`src/rtl/mem_access_ctrl_pkg.sv`:
```
// Shared definitions for the data-memory access path.
// Contents:
//   OPC_LOAD / OPC_STORE   control-unit opcode constants
//   F3_*                   RISC-V load/store FUNCT3 size/sign codes
//   state_e                access sequencer states
//   f3_bytes()             access width in bytes for a FUNCT3 code
//   lane_mask()            64-bit mask covering the bytes an access touches
package mem_access_ctrl_pkg;

    localparam logic [6:0] OPC_LOAD  = 7'b0000011;
    localparam logic [6:0] OPC_STORE = 7'b0100011;

    localparam logic [2:0] F3_B  = 3'd0;
    localparam logic [2:0] F3_H  = 3'd1;
    localparam logic [2:0] F3_W  = 3'd2;
    localparam logic [2:0] F3_D  = 3'd3;
    localparam logic [2:0] F3_BU = 3'd4;
    localparam logic [2:0] F3_HU = 3'd5;
    localparam logic [2:0] F3_WU = 3'd6;

    typedef enum logic [2:0] {
        IDLE   = 3'd0,
        RD     = 3'd1,
        RMW_RD = 3'd2,
        WR     = 3'd3,
        RESP   = 3'd4
    } state_e;

    // Unsigned variants share the width of their signed counterparts.
    function automatic logic [3:0] f3_bytes(input logic [2:0] f3);
        case (f3)
            F3_B, F3_BU: return 4'd1;
            F3_H, F3_HU: return 4'd2;
            F3_W, F3_WU: return 4'd4;
            default:     return 4'd8;
        endcase
    endfunction

    function automatic logic [63:0] lane_mask(input logic [2:0] f3, input logic [2:0] off);
        logic [7:0]  be;
        logic [63:0] m;
        be = 8'((9'h001 << f3_bytes(f3)) - 9'h001) << off;
        for (int i = 0; i < 8; i++) begin
            m[8*i +: 8] = {8{be[i]}};
        end
        return m;
    endfunction

endpackage

```
`src/rtl/mem_access_ctrl_if.sv`:
```
// Bus bundle between the control unit, the access sequencer and the data memory.
// Request side : REQ, WE, FUNCT3, ADDR, WDATA in; BUSY, DONE, ERR, RDATA out.
// Memory side  : MEM_RD, MEM_WR, MEM_ADDR, MEM_WDATA out; MEM_RDATA, MEM_READY in.
//
// Handshake: a request is taken when REQ is high while the sequencer is idle
// (BUSY low). Toward memory, MEM_RD or MEM_WR acts as valid and MEM_READY as
// ready: a strobe and its address/data stay stable until a cycle in which
// MEM_READY is high, and that cycle completes the transfer. DONE pulses for one
// cycle per accepted request, with ERR qualifying it.
//
// Modports: slave = the sequencer, master = its environment (control unit + memory).
interface mem_access_ctrl_if #(
    parameter int ADDR_W = 64
) ();
    logic              REQ;
    logic              WE;
    logic [2:0]        FUNCT3;
    logic [ADDR_W-1:0] ADDR;
    logic [63:0]       WDATA;
    logic              BUSY;
    logic              DONE;
    logic              ERR;
    logic [63:0]       RDATA;
    logic              MEM_RD;
    logic              MEM_WR;
    logic [ADDR_W-1:0] MEM_ADDR;
    logic [63:0]       MEM_WDATA;
    logic [63:0]       MEM_RDATA;
    logic              MEM_READY;

    modport slave (
        input  REQ, WE, FUNCT3, ADDR, WDATA, MEM_RDATA, MEM_READY,
        output BUSY, DONE, ERR, RDATA, MEM_RD, MEM_WR, MEM_ADDR, MEM_WDATA
    );

    modport master (
        output REQ, WE, FUNCT3, ADDR, WDATA, MEM_RDATA, MEM_READY,
        input  BUSY, DONE, ERR, RDATA, MEM_RD, MEM_WR, MEM_ADDR, MEM_WDATA
    );
endinterface

```
`src/rtl/mem_access_ctrl_load_extend.sv`:
```
// Load data alignment: shifts a 64-bit doubleword right by the byte offset,
// keeps the field selected by FUNCT3 and sign- or zero-extends it to 64 bits.
// Ports:
//   dword_i   64-bit doubleword as read from memory
//   offset_i  byte offset of the access inside the doubleword
//   funct3_i  load size/sign code
//   data_o    extended result
module load_extend
    import mem_access_ctrl_pkg::*;
(
    input  logic [63:0] dword_i,
    input  logic [2:0]  offset_i,
    input  logic [2:0]  funct3_i,
    output logic [63:0] data_o
);
    logic [63:0] shifted;

    assign shifted = dword_i >> {offset_i, 3'b000};

    always_comb begin
        case (funct3_i)
            F3_B:    data_o = {{56{shifted[7]}},  shifted[7:0]};
            F3_H:    data_o = {{48{shifted[15]}}, shifted[15:0]};
            F3_W:    data_o = {{32{shifted[31]}}, shifted[31:0]};
            F3_BU:   data_o = {56'd0, shifted[7:0]};
            F3_HU:   data_o = {48'd0, shifted[15:0]};
            F3_WU:   data_o = {32'd0, shifted[31:0]};
            default: data_o = shifted;
        endcase
    end
endmodule

```
`src/rtl/mem_access_ctrl.sv`:
```
// Data-memory access sequencer. Takes one load/store request from the control
// unit, checks size and alignment, runs the memory read / write (with a
// read-modify-write for sub-doubleword stores), extends load data and answers
// with a one-cycle DONE (+ERR on illegal size, misalignment or timeout).
// Ports:
//   CLK          rising-edge clock
//   RESET        asynchronous active-high reset
//   bus          request + memory signals (slave side)
//   dbg_state_o  current sequencer state
module mem_access_ctrl
    import mem_access_ctrl_pkg::*;
#(
    parameter int ADDR_W     = 64,
    parameter int WAIT_LIMIT = 15
) (
    input  logic                     CLK,
    input  logic                     RESET,
    mem_access_ctrl_if.slave         bus,
    output state_e                   dbg_state_o
);
    localparam int CNT_W = $clog2(WAIT_LIMIT + 1);

    state_e            state_q, state_d;
    logic [CNT_W-1:0]  cnt_q, cnt_d;
    logic              err_q, err_d;
    logic [2:0]        f3_q, f3_d;
    logic [ADDR_W-1:0] addr_q, addr_d;
    logic [63:0]       wdata_q, wdata_d;
    logic [63:0]       rdata_q, rdata_d;

    logic [63:0]       load_val;
    logic [63:0]       merge_mask;
    logic [63:0]       merged;
    logic [2:0]        align_mask;
    logic              req_bad;
    logic              wait_expired;

    load_extend u_load_extend (
        .dword_i  (bus.MEM_RDATA),
        .offset_i (addr_q[2:0]),
        .funct3_i (f3_q),
        .data_o   (load_val)
    );

    // Sub-doubleword store: overlay the positioned store bytes on the read word.
    assign merge_mask = lane_mask(f3_q, addr_q[2:0]);
    assign merged     = (bus.MEM_RDATA & ~merge_mask)
                      | ((wdata_q << {addr_q[2:0], 3'b000}) & merge_mask);

    // Width-1 of the requested access doubles as its alignment mask (8 -> 3'b111).
    assign align_mask = 3'(f3_bytes(bus.FUNCT3) - 4'd1);
    assign req_bad    = (bus.WE ? bus.FUNCT3[2] : (bus.FUNCT3 == 3'd7))
                      | (|(bus.ADDR[2:0] & align_mask));

    // The current cycle is the WAIT_LIMIT-th without MEM_READY.
    assign wait_expired = (cnt_q == CNT_W'(WAIT_LIMIT - 1));

    always_ff @(posedge CLK or posedge RESET) begin
        if (RESET) begin
            state_q <= IDLE;
            cnt_q   <= '0;
            err_q   <= 1'b0;
            f3_q    <= '0;
            addr_q  <= '0;
            wdata_q <= '0;
            rdata_q <= '0;
        end else begin
            state_q <= state_d;
            cnt_q   <= cnt_d;
            err_q   <= err_d;
            f3_q    <= f3_d;
            addr_q  <= addr_d;
            wdata_q <= wdata_d;
            rdata_q <= rdata_d;
        end
    end

    always_comb begin
        state_d = state_q;
        cnt_d   = cnt_q;
        err_d   = err_q;
        f3_d    = f3_q;
        addr_d  = addr_q;
        wdata_d = wdata_q;
        rdata_d = rdata_q;
        case (state_q)
            IDLE: begin
                if (bus.REQ) begin
                    f3_d    = bus.FUNCT3;
                    addr_d  = bus.ADDR;
                    wdata_d = bus.WDATA;
                    cnt_d   = '0;
                    err_d   = 1'b0;
                    if (req_bad) begin
                        err_d   = 1'b1;
                        state_d = RESP;
                    end else if (!bus.WE) begin
                        state_d = RD;
                    end else if (bus.FUNCT3 == F3_D) begin
                        state_d = WR;
                    end else begin
                        state_d = RMW_RD;
                    end
                end
            end
            RD, RMW_RD, WR: begin
                if (bus.MEM_READY) begin
                    if (state_q == RD) begin
                        rdata_d = load_val;
                        state_d = RESP;
                    end else if (state_q == RMW_RD) begin
                        wdata_d = merged;
                        cnt_d   = '0;
                        state_d = WR;
                    end else begin
                        state_d = RESP;
                    end
                end else begin
                    cnt_d = cnt_q + 1'b1;
                    if (wait_expired) begin
                        err_d   = 1'b1;
                        state_d = RESP;
                    end
                end
            end
            RESP:    state_d = IDLE;
            default: state_d = IDLE;
        endcase
    end

    always_comb begin
        bus.BUSY      = (state_q != IDLE);
        bus.DONE      = (state_q == RESP);
        bus.ERR       = (state_q == RESP) && err_q;
        bus.RDATA     = rdata_q;
        bus.MEM_RD    = (state_q == RD) || (state_q == RMW_RD);
        bus.MEM_WR    = (state_q == WR);
        bus.MEM_ADDR  = (state_q == IDLE) ? '0 : {addr_q[ADDR_W-1:3], 3'b000};
        bus.MEM_WDATA = (state_q == WR) ? wdata_q : 64'd0;
        dbg_state_o   = state_q;
    end
endmodule

```
`src/flat_wrapper.sv`:
```
// flat-port wrapper written by rule: the top's interface ports become plain ports
module mem_access_ctrl_flat import mem_access_ctrl_pkg::*;
#(
    parameter int ADDR_W     = 64,
    parameter int WAIT_LIMIT = 15
)
  (CLK, RESET, dbg_state_o, bus_REQ, bus_WE, bus_FUNCT3, bus_ADDR, bus_WDATA, bus_MEM_RDATA, bus_MEM_READY, bus_BUSY, bus_DONE, bus_ERR, bus_RDATA, bus_MEM_RD, bus_MEM_WR, bus_MEM_ADDR, bus_MEM_WDATA);
  mem_access_ctrl_if #(.ADDR_W(ADDR_W)) bus_i ();
  input  logic CLK;
  input  logic RESET;
  output state_e dbg_state_o;
  input wire logic [$bits(bus_i.REQ)-1:0] bus_REQ;
  input wire logic [$bits(bus_i.WE)-1:0] bus_WE;
  input wire logic [$bits(bus_i.FUNCT3)-1:0] bus_FUNCT3;
  input wire logic [$bits(bus_i.ADDR)-1:0] bus_ADDR;
  input wire logic [$bits(bus_i.WDATA)-1:0] bus_WDATA;
  input wire logic [$bits(bus_i.MEM_RDATA)-1:0] bus_MEM_RDATA;
  input wire logic [$bits(bus_i.MEM_READY)-1:0] bus_MEM_READY;
  output wire logic [$bits(bus_i.BUSY)-1:0] bus_BUSY;
  output wire logic [$bits(bus_i.DONE)-1:0] bus_DONE;
  output wire logic [$bits(bus_i.ERR)-1:0] bus_ERR;
  output wire logic [$bits(bus_i.RDATA)-1:0] bus_RDATA;
  output wire logic [$bits(bus_i.MEM_RD)-1:0] bus_MEM_RD;
  output wire logic [$bits(bus_i.MEM_WR)-1:0] bus_MEM_WR;
  output wire logic [$bits(bus_i.MEM_ADDR)-1:0] bus_MEM_ADDR;
  output wire logic [$bits(bus_i.MEM_WDATA)-1:0] bus_MEM_WDATA;
  assign bus_i.REQ = bus_REQ;
  assign bus_i.WE = bus_WE;
  assign bus_i.FUNCT3 = bus_FUNCT3;
  assign bus_i.ADDR = bus_ADDR;
  assign bus_i.WDATA = bus_WDATA;
  assign bus_i.MEM_RDATA = bus_MEM_RDATA;
  assign bus_i.MEM_READY = bus_MEM_READY;
  assign bus_BUSY = bus_i.BUSY;
  assign bus_DONE = bus_i.DONE;
  assign bus_ERR = bus_i.ERR;
  assign bus_RDATA = bus_i.RDATA;
  assign bus_MEM_RD = bus_i.MEM_RD;
  assign bus_MEM_WR = bus_i.MEM_WR;
  assign bus_MEM_ADDR = bus_i.MEM_ADDR;
  assign bus_MEM_WDATA = bus_i.MEM_WDATA;
  mem_access_ctrl #(.ADDR_W(ADDR_W), .WAIT_LIMIT(WAIT_LIMIT)) u_core (.CLK(CLK), .RESET(RESET), .bus(bus_i), .dbg_state_o(dbg_state_o));
endmodule
```
`config.mk`:
```
export PLATFORM = sky130hd
export DESIGN_NAME = mem_access_ctrl_flat
export DESIGN_NICKNAME = d
export VERILOG_FILES = /design/src/rtl/mem_access_ctrl_pkg.sv /design/src/rtl/mem_access_ctrl_if.sv /design/src/rtl/mem_access_ctrl_load_extend.sv /design/src/rtl/mem_access_ctrl.sv /design/src/flat_wrapper.sv
export SDC_FILE = /design/constraint.sdc
export NUM_CORES = 1
export LEC_CHECK = 0
export CELL_PAD_IN_SITES_DETAIL_PLACEMENT = 1
export CELL_PAD_IN_SITES_GLOBAL_PLACEMENT = 1
export CORE_UTILIZATION = 41
export CTS_BUF_LIST = sky130_fd_sc_hd__clkbuf_2 sky130_fd_sc_hd__clkbuf_4 sky130_fd_sc_hd__clkbuf_8
export CTS_CLUSTER_DIAMETER = 50
export DETAILED_ROUTE_END_ITERATION = 7
export PLACE_DENSITY = 0.87
export REMOVE_ABC_BUFFERS = 1
export SYNTH_ARGS = -nofsm -noshare
export SYNTH_HDL_FRONTEND = slang
export SYNTH_HIERARCHICAL = 1
export SYNTH_SLANG_ARGS = --single-unit
```
`constraint.sdc`:
```
create_clock -name CLK -period 17.5 [get_ports CLK]
set_clock_uncertainty 0.2 [all_clocks]
set_input_delay 2.625 -clock CLK [delete_from_list [all_inputs] [get_ports CLK]]
set_output_delay 2.625 -clock CLK [all_outputs]
set_load 0.05 [all_outputs]
```
After elaboration in Yosys (flattened, before gate mapping)
Cells that the tools add are included.
Storage, ports and cells
  input bits: 200
  word-level logic and storage cells: 97
  bits in registers: 203
Cells by class
  equal/unequal tests: 26
  shift-type cells: 4
  bitwise logic cells: 6
  mux-type cells: 30
  add/sub/neg operators: 3
  reductions and logical operators: 21
Operator list (number)
  $mux 64: 6
  $pmux 64 s6: 1
  $and 64x64->64: 2
  $pmux 64 s2: 1
  $not 64->64: 1
  $or 64x64->64: 1
  $shl 64x6->64: 1
  $shr 64x6->64: 1
  $eq 3x3->1 const B: 8
  $mux 3: 7
  $mux 4: 4
  $eq 3x2->1 const B: 5
  $pmux 4 s3: 1
  $reduce_or 2->1: 6
  $eq 3x1->1 const B: 3
  $logic_not 3->1: 3
  $pmux 3 s3: 1
  $ne 2x2->1 const B: 4
  $pmux 4 s2: 1
  $reduce_and 4->1: 2
  $shl 1x4->8 const A: 1
  $shl 8x3->8: 1
  $sub 8x1->8 const B: 1
  $mux 1: 6
  18 further kinds: 22

Longest topological paths before layout
Gate-level depths: netlist of the first run.
  word-level depth: 13
  gate-level depth with buffers: 9
  mapped depth without buffers: 7

Cells and area by module
Netlist of the first run, hierarchy kept.
Modules (own cells, without submodules)
  mem_access_ctrl: times used 1, cells each 1139, sequential area each 5079.9 µm², area each 11671.2 µm²
  load_extend: times used 1, cells each 293, sequential area each 0.0 µm², area each 2338.5 µm²

Least setup slack after synthesis of the first run
OpenSTA, ideal clock, no wires.
  path kind: register -> output
  from: reg u_core.state_q[2], in the netlist u_core/dbg_state_o[2]
  to: out bus_MEM_ADDR[54]
  data arrival time: 2314 ps
  cell stages (with the launch flop): 7
  path buffers: 2
  setup slack: 12361 ps
  required time: 14675 ps
  cell sequence: dfrtp_1 buf_2 or2_1 nor2_1 inv_1 clkbuf_1 and2_1
On the way
  longest elaborated chain between the ends: 2
Ends and longest elaborated chain
  start: declaration: RTL line mem_access_ctrl.sv:23  | state_e state_q, state_d;
  start signal: assignment: RTL line mem_access_ctrl.sv:68  | state_q <= state_d;
  $logic_not 3->1: RTL line mem_access_ctrl.sv:138  | bus.MEM_ADDR = (state_q == IDLE) ? '0 : {addr_q[ADDR_W-1:3], 3'b000};
  $mux 64: RTL line mem_access_ctrl.sv:138
  end: declaration: RTL line flat_wrapper.sv:25  | output wire logic [$bits(bus_i.MEM_ADDR)-1:0] bus_MEM_ADDR;
Every way passes these cells.

Worst setup path after layout of the first run
  from: reg u_core.state_q[2], in the netlist u_core/dbg_state_o[2]
  to: out bus_MEM_ADDR[26]
Same word-level chain as after synthesis.

==> flow_results.org, run 1 <==
** Timing
- Hold Violations, Final :: 0
- Summed negative setup slack over all endpoints :: 0 ns
- Headroom to the max-slew limit came out at 0.253.
- Worst slack on hold paths :: roughly 0.29 ns
- Setup repair after global routing left no endpoint under its margin.
- The number of pins exceeding their max-slew limit in the final report came to 0.
- Finish-stage setup viols :: 0
- Setup slack on the critical path of the routed design comes to 11.16 ns.
- Of the available clock period, the critical path in the final layout requires 0.362.
- Post-layout minimum cycle time :: 6.34 ns
- Worst slew pin tran :: 1.12 ns
- Top achievable clock speed :: roughly 0.16 GHz

** Critical path
- CP Data Required Time :: 14.68 ns
- The largest single stage delay on the critical path is 0.81 ns.
- The cell family contributing the most delay on the critical path is buffers and inverters.
- Startpoint kind of the worst setup timing path :: flip-flop
- Critical path peak fanout :: 63
- Class of the most critical setup path :: reg -> out
- Reg2reg path depth :: 6
- Counting buffers and inverters, the worst setup path is 5 cells deep.
- CP endpoint kind :: output port
- CP max-delay cell :: clkdlybuf4s50_1
- For the worst setup path, the data arrival time is roughly 3.5 ns.
- Cells along the critical path :: or2_1, nor2_1, inv_2, and2_1, clkdlybuf4s50_1
- Bufs and invs on worst path :: 2

** Global route
- Across every metal layer, demand over resource in global routing totals 0.325.
- After global routing the overflow that remains totals 0.
- The first global-routing pass estimated approximately 90000 um of wire.
- Maximum number of pins on one net before global-route repair :: roughly 140
- Number of global-route vias before repair :: ~15k
- Number of antenna violations at the first check in global routing :: 5

** Synthesis
- Fraction of the yosys area taken by sequential cells :: 0.363
- Library cells used by synthesis :: 76
- Synthesis inferred 203 register bits.
- dfrtp_1 is the most common cell in the netlist.
- Counting instances in the post-synthesis netlist gives the leading cell types as 203 x dfrtp_1, 134 x and2_1, 133 x mux2_2.
- For this run, the number of Yosys warnings is 6.
- Sorting the synthesized cells by area gives the leading types as dfrtp_1 36%, mux2_2 11%, mux2i_1 8.4%, and2_1 6.0%, mux4_2 5.0%.
- Combined area of all synthesized cells :: around 14000 um^2
- Cell taking the most area after synthesis :: dfrtp_1
- After synthesis, the largest family of logic cells by area is multiplexers.
- Synthesized instance count :: 1432
- Syn Area/Cell :: around 9.8 um^2
- Leading register cell type out of synthesis :: dfrtp_1
- Post-synthesis share of cell area spent on and, or, nand and nor gates :: 0.178
- Portion of netlist area occupied by mux cells :: 0.243
- Share of synthesized cell area in full adder, half adder and majority cells :: 0.00357
- Of the total synthesized cell area, the portion taken by XOR and XNOR cells is 0.00366.
- Fraction of synthesized cell area taken by the top area cell type :: 0.363
- The share of the synthesized area in compound gates (AO/OA/AOI/OAI) came to 0.158.
- Async S/R FF share, synth :: 1.00
- Yosys mapped a number of flops with a built-in enable equal to 0.

** CTS
- After clock tree synthesis, the clock-pin slew on the worst setup and hold paths is 0.06 ns.
- CTS tree :: built
- Maximum level of the CTS H-tree :: 2
- Sinks on the clock net :: 203
- In this run the clock root is driven by a clkbuf_8.
- Count of hold-fix buffers inserted at cts :: 0
- Total CTS buffers :: 40
- Number of gates given a new drive strength after cts :: 0
- Worst-skew pair later-pin latency :: about 0.57 ns
- Post-CTS setup buffer count :: 0
- The clock passes through at most 3 buffers.

** Placed design
- After legalization and detailed placement, the total HPWL measured just over 40000 um.
- At the end of routability-driven placement, the weighted congestion stood at between 0.9 and 1.
- Number of input and output port buffers inserted :: 396
- OpenSTA, run right after detailed placement, puts the worst setup slack at ~11 ns.
- Once placement completed, the tool counted placed cells totaling around 2.2k.

** Routing
- Average wire per cell in the routed design :: around 26 um
- Antenna-violating nets left :: 0
- After detailed routing, the number of vias per cell comes to just over 6.
- Number of remaining DRC errors :: 0
- Detailed Routing Iterations Pass 1 :: 4
- Detailed router's first-iteration violation count :: between 1k and 1.5k
- Vias post-DR :: 13.6k
- The routed design has between 50000 and 60000 um of wire.

** Power
- Peak ir drop on the vdd network :: about 150 uV
- Share of power burned in the clock network :: 0.144
- Sequential group share of total power :: 0.240
- In this run the power density over the cells is ~210 nW/um^2.
- Net switching power figure :: between 0.0015 and 0.002 W
- Static power due to leakage :: between 7 and 8 nW
- Total internal power :: between 0.0015 and 0.002 W
- Combinational cell fraction of total power :: 0.616
- Of the total power, the share spent switching nets is 0.505.

** Floorplan
- Die ar. :: between 30000 and 40000 um^2
- Floorplan row count :: between 60 and 70
- For this configuration, the core starts out at a cell density of 0.417.
- In this run the horizontal extent of the chip is 187 um.
- Height of the die :: 187 um
- Top-level port count :: 400
- The core region is about 34000 um^2.

** Finish
- Final-stage net count :: about 2.0k
- Area added between synthesis and finish :: 35.6%
- Fraction of layout instances using a drive strength above 1 :: 0.169
- Number of standard cells in the layout, taps in and fillers out :: between 2k and 2.5k
- Fill cells :: roughly 3.6k

** Run status
- The run finished with clean final reports.

** Job
- Number of max-cap violations :: 0

** Hold path
- The min-delay analysis places its worst path in the category reg -> reg.
- The worst hold path passes through 2 cells.
## registers in the layout, summed over array words and instances, names as in the netlist, named ones only
name,count
u_core/err_q,1
u_core/cnt_q,4
u_core/dbg_state_o,3
u_core/wdata_q,48
u_core/f3_q,3
u_core/addr_q,64
u_core/bus.RDATA,64
## final cells by class
class / count / area [um^2] / share of cell area
Sequential cell: 203 / 5090 / 0.268
Clock inverter: 8 / 145 / 0.00764
Clock buffer: 60 / 776 / 0.0408
Antenna cell: 2 / 5.00 / 0.000263
Timing Repair Buffer: 413 / 4090 / 0.215
Inverter: 12 / 52.6 / 0.00277
Multi-Input combinational cell: 1088 / 8280 / 0.436
Tap cell: 448 / 561 / 0.0295
## kinds of logic after synthesis
group                    count (synthesis)
other                                    2
adder cells (fa/ha/maj)                  4
XOR/XNOR                                 5
buffers and inverters                  143
flip-flops                             203
AO/OA/AOI/OAI                          313
multiplexers                           284
AND/OR/NAND/NOR                        478
## cell usage in the layout, fill, tap and decap left out, drive strengths merged, types with 6 or more instances in the layout
master	instances
mux2i	119
a31oi	8
a22o	6
nand2b	8
a311o	8
nand2	117
or3	10
a21oi	69
clkbuf	60
a41o	8
mux4	31
o2bb2ai	8
nor2b	12
mux2	134
clkdlybuf4s50	396
a2bb2oi	9
or2	6
nand3	26
and2	137
buf	17
or4	9
and3	9
o211ai	43
o41ai	8
nor2	85
a211oi	26
dfrtp	203
a22oi	10
o21ai	80
nand4	31
o22ai	9
nor3	19
inv	11
## path summary, 6_finish.rpt
| check | end | from | slack, ns |
|---|---|---|---|
| max in group asynchronous | u_core/addr_q[1]$_DFFE_PP0P_ | RESET | 12.95 |
| min | flip-flop | flip-flop | 0.29 |
| max reg2reg | u_core/bus.RDATA[54]$_DFFE_PP0P_ | u_core/addr_q[2]$_DFFE_PP0P_ | 13.17 |
| min in group asynchronous | u_core/addr_q[57]$_DFFE_PP0P_ | RESET | 2.52 |
| max | bus_MEM_ADDR[26] | u_core/dbg_state_o[2]$_DFFE_PP0P_ | 11.16 |
| min reg2reg | flip-flop | flip-flop | 0.29 |
## per-stage QoR
step,utilization,cell area [um^2],power [W]
after floorplan,-,13400,0.00255
after detailed placement,0.538,18100,0.00331
after CTS,0.565,19000,0.00391
final,0.565,19000,0.00393
after global routing,0.565,19000,0.00411
after global placement,0.538,18100,0.00324
## worst register-to-register path: cells and delay by family (launching register included)
kind	cells	cell delay (ns)
AO/OA/AOI/OAI	1	0.25
flip-flops	1	0.34
AND/OR/NAND/NOR	1	0.73
multiplexers	2	1.04
buffers and inverters	2	1.70
## layer usage
metal | GRT usage | wire length, um
met1 | 0.387 | 22400
met2 | 0.533 | 26900
met3 | 0.0709 | 4400
met4 | 0.207 | 3960
met5 | 0 | 39
## power by group through the flow
| stage | registers (W) | clock network, W | logic, W |
|---|---|---|---|
| final | 0.000942 | 0.000566 | 0.00242 |
| after CTS | 0.000933 | 0.000573 | 0.00240 |
| after global placement | 0.000930 | 0 | 0.00231 |
| after floorplan | 0.00112 | 0 | 0.00144 |
| after detailed placement | 0.000935 | 0 | 0.00238 |
| after global routing | 0.000965 | 0.000593 | 0.00255 |
No activity file was read; power rests on OpenSTA's default activity.
==> inputs of run 2 (changes only) <==
Settings changed: CORE_UTILIZATION 41 to 38, PLACE_DENSITY 0.87 to 0.81.
Clock period 17.5 ns to 6.02 ns, I/O delays scaled along.
==> flow_results.org, run 2 (synthesis gave the netlist of run 1 again) <==
** Placed design
- Number of input and output port buffers inserted :: 396 (unchanged)
- Placed standard-cell area :: 18100 um^2 (+0.24%)
- The final RePlAce weighted congestion is 0.929 (+1.9%).
- Half-perimeter wire length after placement :: 42400 um (+5.2%)

** CTS
- Clock Root Buffer :: clkbuf_8
- The number of CTS-inserted buffers is 43 (+7.5%).
- The number of buffers on the longest clock path was 3 (unchanged).
- Clock slew at reported path FFs :: 0.06 ns (about the same)
- Maximum level of the CTS H-tree :: 2 (unchanged)
- TritonCTS built the clock tree.
- The number of resized instances in the post-cts repair step came to 0 (unchanged).
- The clock sink total is 203 (unchanged).
- The clock insertion delay at the later pin of the skew report is 0.59 ns (+0.02 ns).
- The count of hold buffers inserted by post-cts repair is 0 (unchanged).
- The post-CTS setup repair buffer count is 0 (unchanged).

** Finish
- The total area of multi-input combinational cells is 8270 um^2 (about the same).
- The cell area after layout came to 19200 um^2 (+0.83%).
- Final-stage net count :: 1969 (+0.36%)
- Core Util, Final :: 0.533 (-0.0318)
- The combined flip-flop and latch cell area was 5090 um^2 (unchanged).
- The proportion of layout cells with a drive suffix above 1 was 0.175 (+0.00601).
- Most frequent cells in the layout :: 396 x clkdlybuf4s50_1, 200 x dfrtp_1, 133 x mux2_2, 133 x and2_1, 117 x mux2i_1
- The number of fillers in the final layout is 3925 (+8.3%).
- Most frequent standard cell in the layout excluding fill and tap cells :: clkdlybuf4s50_1
- The area growth from synthesis to layout is 36.7%.

** Critical path
- The worst path arrival time was 3.51 ns (about the same).
- Class of the most critical setup path :: reg -> out
- CP Data Required Time :: 4.92 ns (-9.76 ns)
- Register-to-register setup slack :: 2.24 ns (-10.93 ns)
- Capture point of the worst path :: bus_MEM_ADDR[35]
- Reg2reg end :: u_core/bus.RDATA[42]$_DFFE_PP0P_
- Startpoint kind of the worst setup timing path :: flip-flop
- Cells along the critical path :: or2_1, nor2_1, inv_2, and2_1, clkdlybuf4s50_1
- The count of cells along the worst register-to-register path came to 7 (+1).
- CP max stage delay :: 0.81 ns (about the same)
- CP max-delay cell :: clkdlybuf4s50_1
- The maximum fanout along the worst path came to 63 (unchanged).
- CP endpoint kind :: output port
- The critical path starts at u_core/dbg_state_o[2]$_DFFE_PP0P_.
- In this run the critical register-to-register path is launched from u_core/addr_q[1]$_DFFE_PP0P_.

** Global route
- The global-route congestion overflow total came to 0 (unchanged).
- GRT Overall Usage :: 0.311 (-0.0134)
- The first-pass GRT wire length is 89700 um (+2.2%).
- Number of global-route vias before repair :: 14.6k (-0.40%)
- The initial antenna violation count came to 5 (unchanged).
- The pin count of the biggest net entering global routing came to 117 (-18%).

** Timing
- Worst slack on hold paths :: 0.282 ns (-0.00677 ns)
- Summed negative setup slack over all endpoints :: 0 ns (unchanged)
- The routed design could run at a clock period as short as ~4.6 ns.
- Top achievable clock speed :: 0.217 GHz
- The worst-margin pin slew came to 1.20 ns (+0.0823 ns).
- The final setup violation count is 0 (unchanged).
- In the finished design, the share of the clock period the worst path needs comes to 0.767.
- Relative slew slack :: 0.198 (-0.0548)
- The number of pins exceeding their max-slew limit in the final report was 0 (unchanged).
- Setup repair after global routing missed its margin :: false
- The hold violation count in the final report came to 0 (unchanged).

** Power
- The total power density per cell area is 607 nW/um^2 (+190%).
- The standby leakage power was 7.80 nW (+0.79%).
- Total power consumption of the routed design :: 0.0116 W (+200%)
- Peak ir drop on the vdd network :: 404 uV (+170%)

** Floorplan
- The die extent in y is 194 um (+3.8%).
- Horizontal die dimension :: 194 um (+3.8%)
- The starting density of the core was 0.390 (-0.0267).
- The overall die area was 37600 um^2 (+7.8%).
- The number of rows in the core area was 69 (+3.0%).
- The placeable core region was 35900 um^2 (+6.8%).
- Top-level port count :: 400 (unchanged)

** Job
- Number of max-cap violations :: 0 (unchanged)

** Hold path
- Worst hold stages :: 2 (unchanged)
- The worst hold path belongs to the class reg -> reg.

** Routing
- The average wire length per cell after detail routing was 26.5 um (+2.5%).
- The detailed-routing iteration count for the pre-antenna-repair pass came to 5 (+1).
- The vias after detailed routing was 13.7k (+0.14%).
- Number of vias per cell :: 6.05 (-1.0%)
- The number of design rule violations left after detail routing came to 0 (unchanged).
- Detailed router's first-iteration violation count :: 910 (-14%)
- DRT Wirelength :: 59800 um (+3.7%)
- Antenna-violating nets left :: 0 (unchanged)

** Run status
- The run finished with clean final reports.
-- run 2: changes by cell type in the layout (fill, tap and decap cells not counted) --
cell,delta
and3b_1,-1
and3b_2,+1
buf_4,+4
bufinv_16,+2
clkbuf_4,+4
clkinv_2,-1
clkinvlp_4,+4
nor3_1,+1
nor3_2,-1
-- run 2: per-stage QoR --
step	setup slack, ns	std cells
3_5_place_dp	1.56	2181
3_3_place_gp	1.90	2181
6_report	1.40	2260
4_1_cts	0.911	2258
2_1_floorplan	-2.09	1303
5_1_grt	1.19	2258
-- run 2: layout make-up --
cell class                      count  area share
Tap cell                          461      0.0301
Multi-Input combinational cell   1088       0.432
Antenna cell                        2    0.000261
Sequential cell                   203       0.266
Timing Repair Buffer              417       0.215
Clock inverter                     13      0.0120
Inverter                           12     0.00274
Clock buffer                       64      0.0421
-- run 2: per-layer routing --
| layer | global-route usage | wire, um | vias up |
|---|---|---|---|
| li1 | - | - | 5930 |
| met5 | 0 | 64 | - |
| met2 | 0.515 | 28200 | 753 |
| met4 | 0.174 | 3230 | 10 |
| met1 | 0.376 | 23400 | 6794 |
| met3 | 0.0689 | 4920 | 175 |
-- run 2: where the power goes --
group / internal (W) / switching, W / leakage (nW)
combinational: 0.00267 / 0.00438 / 4.79
sequential: 0.00200 / 0.000763 / 2.49
clock: 0.00112 / 0.000701 / 0.519
-- run 2: how the worst min path moves through the flow --
stage	start	end
after detailed placement	flip-flop	flip-flop
final	flip-flop	flip-flop
after CTS	flip-flop	flip-flop
after global routing	flip-flop	flip-flop
after floorplan	flip-flop	flip-flop
after global placement	flip-flop	flip-flop
-- run 2: critical path, delay by kind of cell, from the launching register on --
kind          cells  cell delay [ns]
buf+inv           2             1.40
flops             1             0.62
simple gates      3             0.88
